### src/rtl/mips_pkg.sv
// Shared MIPS pipeline definitions: reset/NOP constants, word size, and the
// IF/ID bundle that the decode stage reuses.
package mips_pkg;

  localparam logic [31:0] RESET_PC   = 32'h0000_0000;
  localparam logic [31:0] NOP_INSTR  = 32'h0000_0000;  // sll $0,$0,0
  localparam int unsigned WORD_BYTES = 4;

  typedef struct packed {
    logic [31:0] pc;
    logic [31:0] pc_plus4;
    logic [31:0] instr;
    logic        valid;
  } if_id_t;

  // Clear the byte-offset bits so a PC can never become misaligned.
  function automatic logic [31:0] align_word(input logic [31:0] addr);
    return {addr[31:2], 2'b00};
  endfunction

endpackage

### src/rtl/fetch_stage_if.sv
// Instruction-memory port: the fetch stage drives a byte address and the
// combinational ROM returns the instruction word at that address.
interface fetch_stage_if;

  logic [31:0] imem_addr;
  logic [31:0] imem_instr;

  modport master (output imem_addr, input imem_instr);
  modport slave  (input imem_addr, output imem_instr);

endinterface

### src/rtl/fetch_stage_if_id_reg.sv
// IF/ID pipeline register: load-enable hold, synchronous flush to a NOP
// bundle, synchronous active-high reset. Flush takes priority over load.
module if_id_reg
  import mips_pkg::*;
#(
  parameter logic [31:0] NOP_INSTR_P = mips_pkg::NOP_INSTR
) (
  input  logic   clk,
  input  logic   rst,
  input  logic   load_en,
  input  logic   flush,
  input  if_id_t d,
  output if_id_t q
);

  if_id_t q_q, q_d;
  if_id_t nop_bundle;

  assign nop_bundle = '{pc: 32'h0, pc_plus4: 32'h0, instr: NOP_INSTR_P, valid: 1'b0};

  // Next-state select: flush to NOP, load a new bundle, or hold.
  always_comb begin
    // NOTE: default assigned first so every path drives q_d and no latch is inferred.
    q_d = q_q;
    if (flush) begin
      q_d = nop_bundle;
    end else if (load_en) begin
      q_d = d;
    end
  end

  // Register update with synchronous reset.
  always_ff @(posedge clk) begin
    // NOTE: non-blocking assignments keep every flop sampling pre-edge values.
    if (rst) begin
      q_q <= nop_bundle;
    end else begin
      q_q <= q_d;
    end
  end

  assign q = q_q;

endmodule

### src/rtl/fetch_stage.sv
// IF stage of the 5-stage MIPS pipeline: PC register, next-PC mux
// (redirect > stall > advance) and the IF/ID register.
// Optional macro FETCH_STATS_EN adds fetch and stall counters.
module fetch_stage #(
  parameter logic [31:0] RESET_PC  = mips_pkg::RESET_PC,
  parameter logic [31:0] NOP_INSTR = mips_pkg::NOP_INSTR
) (
  input  logic                clk,
  input  logic                rst,
  input  logic                stall,
  input  logic                redirect_valid,
  input  logic [31:0]         redirect_pc,
  fetch_stage_if.master       imem,
  output logic [31:0]         if_id_pc,
  output logic [31:0]         if_id_pc_plus4,
  output logic [31:0]         if_id_instr,
  output logic                if_id_valid
`ifdef FETCH_STATS_EN
  ,
  output logic [31:0]         stat_fetch_cnt,
  output logic [31:0]         stat_stall_cnt
`endif
);

  import mips_pkg::*;

  logic [31:0] pc_q, pc_d;
  logic [31:0] pc_plus4;
  logic        advance;
  logic        stalled;
  if_id_t      if_id_in, if_id_out;

  assign pc_plus4 = pc_q + 32'(WORD_BYTES);
  assign advance  = !redirect_valid && !stall;
  assign stalled  = stall && !redirect_valid;

  // Next-PC mux: redirect target (aligned), hold on stall, else sequential.
  always_comb begin
    pc_d = pc_q;
    if (redirect_valid) begin
      pc_d = align_word(redirect_pc);
    end else if (!stall) begin
      pc_d = pc_plus4;
    end
  end

  // PC register; reset value is aligned so pc[1:0] is always zero.
  always_ff @(posedge clk) begin
    if (rst) begin
      pc_q <= align_word(RESET_PC);
    end else begin
      pc_q <= pc_d;
    end
  end

  assign imem.imem_addr = pc_q;

  assign if_id_in = '{pc: pc_q, pc_plus4: pc_plus4, instr: imem.imem_instr, valid: 1'b1};

  if_id_reg #(
    .NOP_INSTR_P (NOP_INSTR)
  ) u_if_id_reg (
    .clk     (clk),
    .rst     (rst),
    .load_en (advance),
    .flush   (redirect_valid),
    .d       (if_id_in),
    .q       (if_id_out)
  );

  assign if_id_pc       = if_id_out.pc;
  assign if_id_pc_plus4 = if_id_out.pc_plus4;
  assign if_id_instr    = if_id_out.instr;
  assign if_id_valid    = if_id_out.valid;

`ifdef FETCH_STATS_EN
  logic [31:0] fetch_cnt_q, fetch_cnt_d;
  logic [31:0] stall_cnt_q, stall_cnt_d;

  // Counter increments; both wrap naturally at 2^32.
  always_comb begin
    fetch_cnt_d = fetch_cnt_q + {31'b0, advance};
    stall_cnt_d = stall_cnt_q + {31'b0, stalled};
  end

  // Counter registers with synchronous reset.
  always_ff @(posedge clk) begin
    if (rst) begin
      fetch_cnt_q <= 32'h0;
      stall_cnt_q <= 32'h0;
    end else begin
      fetch_cnt_q <= fetch_cnt_d;
      stall_cnt_q <= stall_cnt_d;
    end
  end

  assign stat_fetch_cnt = fetch_cnt_q;
  assign stat_stall_cnt = stall_cnt_q;
`else
  // Without stats the stall qualifier has no consumer.
  logic unused_stalled;
  assign unused_stalled = stalled;
`endif

endmodule

### src/flat_wrapper.sv
// flat-port wrapper written by rule: the top's interface ports become plain ports
module fetch_stage_flat import mips_pkg::*;
#(
  parameter logic [31:0] RESET_PC  = mips_pkg::RESET_PC,
  parameter logic [31:0] NOP_INSTR = mips_pkg::NOP_INSTR
)
  (clk, rst, stall, redirect_valid, redirect_pc, if_id_pc, if_id_pc_plus4, if_id_instr, if_id_valid, imem_imem_addr, imem_imem_instr);
  fetch_stage_if imem_i ();
  input  logic clk;
  input  logic rst;
  input  logic stall;
  input  logic redirect_valid;
  input  logic [31:0] redirect_pc;
  output logic [31:0] if_id_pc;
  output logic [31:0] if_id_pc_plus4;
  output logic [31:0] if_id_instr;
  output logic if_id_valid;
  output wire logic [$bits(imem_i.imem_addr)-1:0] imem_imem_addr;
  input wire logic [$bits(imem_i.imem_instr)-1:0] imem_imem_instr;
  assign imem_imem_addr = imem_i.imem_addr;
  assign imem_i.imem_instr = imem_imem_instr;
  fetch_stage #(.RESET_PC(RESET_PC), .NOP_INSTR(NOP_INSTR)) u_core (.clk(clk), .rst(rst), .stall(stall), .redirect_valid(redirect_valid), .redirect_pc(redirect_pc), .imem(imem_i), .if_id_pc(if_id_pc), .if_id_pc_plus4(if_id_pc_plus4), .if_id_instr(if_id_instr), .if_id_valid(if_id_valid));
endmodule
### config.mk
export PLATFORM = sky130hd
export DESIGN_NAME = fetch_stage_flat
export DESIGN_NICKNAME = d
export VERILOG_FILES = /design/src/rtl/mips_pkg.sv /design/src/rtl/fetch_stage_if.sv /design/src/rtl/fetch_stage_if_id_reg.sv /design/src/rtl/fetch_stage.sv /design/src/flat_wrapper.sv
export SDC_FILE = /design/constraint.sdc
export NUM_CORES = 1
export LEC_CHECK = 0
export BUFFER_PORTS_ARGS = -buffer_cell sky130_fd_sc_hd__buf_2
export CORE_ASPECT_RATIO = 0.8
export CORE_MARGIN = 3
export CORE_UTILIZATION = 53
export DETAILED_ROUTE_END_ITERATION = 10
export GPL_TIMING_DRIVEN = 0
export PLACE_DENSITY_LB_ADDON = 0.15
export SETUP_SLACK_MARGIN = 0.15
export SLEW_MARGIN = 30
export SYNTH_ARGS = -nofsm -noshare
export SYNTH_HDL_FRONTEND = slang
export SYNTH_SLANG_ARGS = --single-unit
### constraint.sdc
create_clock -name clk -period 4.5 [get_ports clk]
set_clock_uncertainty 0.15 [all_clocks]
set_input_delay 0.9 -clock clk [delete_from_list [all_inputs] [get_ports clk]]
set_output_delay 0.9 -clock clk [all_outputs]
set_load 0.02 [all_outputs]
; ---- Yosys cells after proc, flatten, opt, wreduce, memory -nomap -nowiden
; Index checks and enable logic that the tools add are counted.
[totals]
elab_cells = 14
reg_bits = 129
[op_classes]
eq_ne = 1
n_reduce_logical = 4
add_sub_neg = 1
muxes = 2
[ops]
columns = operator, n
row1 = 32-bit two-way mux, 2
row2 = 32-bit by 3-bit adder with 32-bit output (second input constant), 1
row3 = 1-bit zero test, 2
row4 = 2-bit by 1-bit != test with 1-bit output (second input constant), 1
row5 = 2-bit OR reduction, 1
row6 = 1-bit logical AND, 1

; ---- Longest topological paths before layout
[depth]
ltp_word = 3
mapped_depth = 7
depth_no_buf = 6

; ---- Modules after synthesis
; A second synthesis with hierarchy kept.
[hier_totals]
hier_cells = 623
area_unflattened_um2 = 5809.3
[modules_own_cells]
columns = module, area_per_inst_um2, n_inst, cells_per_inst
row1 = if_id_reg, 3444.6, 1, 314
row2 = fetch_stage, 2364.8, 1, 309

; ---- Worst setup path before layout
; No wires, ideal clock.
[synth_timing]
path_kind = input port to flip-flop
startpoint = input stall
endpoint = register u_core.u_if_id_reg.q_q, in the netlist u_core.u_if_id_reg.q[94]
required_time_ps = 4222
path_buffers = 4
t_arrival_ps = 2256
path_slack_ps = 1967
stages = 6
path_cell_list = clkbuf_1 -> clkbuf_1 -> buf_2 -> buf_2 -> mux2i_1 -> nor2_1
[synth_via]
elab_chain_len = 2
[synth_lines]
columns = item, line_no
row1 = "start, declared", flat_wrapper.sv:11  ; input logic stall;
row2 = 1-bit zero test, fetch_stage.sv:34  ; assign advance = !redirect_valid && !stall;
row3 = 1-bit logical AND, fetch_stage.sv:34
row4 = "end signal, assigned", fetch_stage_if_id_reg.sv:36  ; q_q <= nop_bundle;
row5 = "end signal, assigned", fetch_stage_if_id_reg.sv:38  ; q_q <= q_d;
row6 = "end, declared", fetch_stage_if_id_reg.sv:16  ; if_id_t q_q, q_d;
; No other way between the ends.
; A chain may end at the register's enable or synchronous reset.

; ---- Worst setup path after layout
[layout_timing]
startpoint = register u_core.pc_q[2] (netlist: u_core.imem.imem_addr[2])
endpoint = register u_core.pc_q[24] (netlist: u_core.imem.imem_addr[24])
[layout_via]
elab_chain_len = 3
[layout_lines]
columns = item, line_no
row1 = "start, declared", fetch_stage.sv:27  ; logic [31:0] pc_q, pc_d;
row2 = "start signal, assigned", fetch_stage.sv:50  ; pc_q <= align_word(RESET_PC);
row3 = "start signal, assigned", fetch_stage.sv:52  ; pc_q <= pc_d;
row4 = 32-bit by 3-bit adder with 32-bit output, fetch_stage.sv:33  ; assign pc_plus4 = pc_q + 32'(WORD_BYTES);
row5 = 32-bit two-way mux, fetch_stage.sv:42  ; end else if (!stall) begin
row6 = 32-bit two-way mux, fetch_stage.sv:40  ; if (redirect_valid) begin
; No other way between the ends. The select of a mux whose other input is x is not followed.

==> metrics.txt <==
Post-CTS Setup Bufs=0; Endpoint, Worst Hold=u_core.u_if_id_reg.q[36]$_SDFFE_PP0P_; met3 Usage GRT=7.87%; Psw=0.722 mW; Post-route DRC=0; CTS Root Buffer Type=clkbuf_16; total grt overflow=0; DRT Pass-1 Iters=6; reg2reg start=u_core.imem.imem_addr[2]$_SDFFE_PP0P_; fillcell total=773; Worst-path clk slew=50 ps; global-route wire length before repair=24,600 µm; standard-cell row count=32; share of layout cells above drive strength 1=30.5%; Worst EP arrival=3010 ps; Setup CP Type=reg2reg; final net count=876; Leakage=3.27 nW; max-cap violation count=0; outcome=finished, final reports clean; GR Util met1=33.1%; EDFF count, synth=0; fin crit share=63.2%; Top Usage Layer GRT=met2; asr flop ratio synth=0%; CTS max path bufs=2; Hold Startpoint=u_core.u_if_id_reg.q[36]$_SDFFE_PP0P_; crit path max fanout=9; maximum VDD drop=325 µV; Placed Cells=924; most frequently used flop master after synthesis=dfxtp_1; PD cells=406 nW/µm²; sequential area share after synthesis=45.5%; Buffers on Ports=187; Sequential Area=2460 µm²; Post-DP Area=6540 µm²; post-cts hold buffer count=0; final hold viol count=0; vias in the first global route=4,996; register bit total from synthesis=123; f_max=352 MHz; RSZ-0062 raised after global routing=no; r2r worst-path depth=6; HP Class=reg2reg; distinct cell type count after synthesis=44; Crit path required time=4670 ps; io pins=197; combinational share of power=11.2%; via/cell ratio=5.48; Setup Total Neg Slack=0 ps; Hold Path Depth=2; RR Endpoint=u_core.imem.imem_addr[24]$_SDFFE_PP0P_; cell-internal power=2.18 mW; Detail Route Antenna Nets=0; met2 Use GR=46.6%; Avg Inst Size Synth=9.08 µm²; routability cong.=0.903; Antenna Cells=0; Net Sw Frac=24.9%; Synth warnings=0; all-layer global routing usage=27.3%; worst rel slew slack=40.4%; Clock Power Share=48.4%; pins over their slew limit=0; Critical Path Sink Type=flip-flop; TritonCTS clock tree=built; core area=9810 µm²; WL per Instance=16.9 µm; final wirelength=16,200 µm; Initial Util=55.2%; Post-Synthesis Cell Area=5410 µm²; largest net degree at the start of global routing=17; area grow syn2layout=32.0%; H-tree Lvls=4; share of power burned in registers=40.4%; design area=7140 µm²; Final min period=2840 ps; Resize count post-CTS=0; DRT iter0 DRCs=410; final core utilization=72.8%; Worst Setup Slack post-DPL=1380 ps; reg-to-reg slack, setup=1660 ps; multi-input logic area=2700 µm²; die height=96.4 µm; Die W=119 µm; non-filler instance count after layout=955; Setup crit start kind=flip-flop; CTS Buf Count=17; initial antenna violation count=0; Worst-Margin Slew=887 ps; HPWL Detailed=11,400 µm; vias=5,237; Worst Slack Setup Final=1660 ps; Cells after Synth=596; worst skew pair latency=420 ps; final setup fails=0; clock sink count=123; die area=11,500 µm²
metal layers:
metal	up-vias	routed length (µm)
li1	2474	-
met2	289	7750
met1	2437	6620
met4	0	303
met5	-	0
met3	37	1510
Yosys cell counts (all sizes together), types with 3 or more instances:
| cell type | count | area [µm²] |
|---|---|---|
| a211oi | 19 | 148 |
| nor2 | 106 | 398 |
| nor4 | 7 | 86.3 |
| buf | 24 | 144 |
| nand4b | 4 | 35.0 |
| inv | 3 | 11.3 |
| a311oi | 5 | 43.8 |
| nand2 | 25 | 93.8 |
| xor2 | 27 | 236 |
| clkbuf | 31 | 116 |
| or3 | 9 | 56.3 |
| mux2i | 63 | 631 |
| o21ai | 28 | 140 |
| and3 | 5 | 31.3 |
| or4 | 4 | 33.8 |
| nor3 | 11 | 65.1 |
| and4 | 5 | 43.8 |
| nand4 | 12 | 90.1 |
| nand3 | 13 | 77.6 |
| xnor2 | 20 | 175 |
| dfxtp | 123 | 2460 |
| or2 | 3 | 18.8 |
| a21oi | 37 | 185 |
worst max-delay path, stage by stage (launching register included):
cell and delay (ps):
dfxtp_1 450, ha_1 270, nand3_1 310, nor4_2 860
nand4_1 220, xor2_1 200, a211oi_1 270
placed cells by master, fill, tap and decap left out, types with 6 or more instances in the layout:
cell,n
buf_2,200
dfxtp_1,123
nor2_1,106
mux2i_1,63
a21oi_1,37
clkbuf_1,34
o21ai_0,28
xor2_1,27
nand2_1,25
xnor2_1,20
a211oi_1,18
clkbuf_16,17
nand3_1,12
nand4_1,11
nor3_1,9
or3_1,9
buf_4,8
conb_1,6
worst max-delay path by stage:
stage | end | startpoint | cells after the start | slack (ps)
CTS | u_core.u_if_id_reg.q[93]$_SDFFE_PP0P_ | stall | 6 | 1740
finish | u_core.imem.imem_addr[24]$_SDFFE_PP0P_ | u_core.imem.imem_addr[2]$_SDFFE_PP0P_ | 6 | 1660
global route | u_core.imem.imem_addr[24]$_SDFFE_PP0P_ | u_core.imem.imem_addr[2]$_SDFFE_PP0P_ | 6 | 1500
floorplan | u_core.u_if_id_reg.q[94]$_SDFFE_PP0P_ | stall | 6 | 1970
global placement | u_core.u_if_id_reg.q[5]$_SDFFE_PP0P_ | stall | 6 | 1420
detailed placement | u_core.u_if_id_reg.q[4]$_SDFFE_PP0P_ | stall | 6 | 1380
kinds of logic after synthesis:
logic type,share of synthesized area [%]
and+or+nand+nor,19.5
DFF,45.5
AOI/OAI and AO/OA,10.4
muxes,11.7
buffers and inverters,5.02
xor gates and xnor gates,7.61
adders and majority gates,0.231
other,0.0693
power groups by stage:
stage,clock network [mW],logic [mW],registers [mW]
floorplan,0,0.157,1.24
global placement,0,0.314,1.19
detailed placement,0,0.320,1.19
CTS,1.41,0.324,1.17
global route,1.45,0.351,1.18
finish,1.40,0.326,1.17
stage by stage:
step / total power, mW / hold slack [ps]
after floorplan: 1.39 / 372
after global placement: 1.51 / 282
after detailed placement: 1.51 / 305
after CTS: 2.90 / 318
after global routing: 2.98 / 325
final: 2.90 / 316
final cells by class:
cell class                      instances  share of cell area (%)
Multi-Input combinational cell        420                    37.7
Sequential cell                       123                    34.5
Timing Repair Buffer                  187                    13.1
Clock buffer                           24                    6.89
Buffer                                 55                    3.65
Tap cell                              136                    2.38
Clock inverter                          7                    1.58
Inverter                                3                   0.158
registers in the layout (all words and copies together) (netlist names):
| register | cells |
|---|---|
| u_core.imem.imem_addr | 30 |
| u_core.u_if_id_reg.q | 93 |
(Power assumes the default switching activity.)
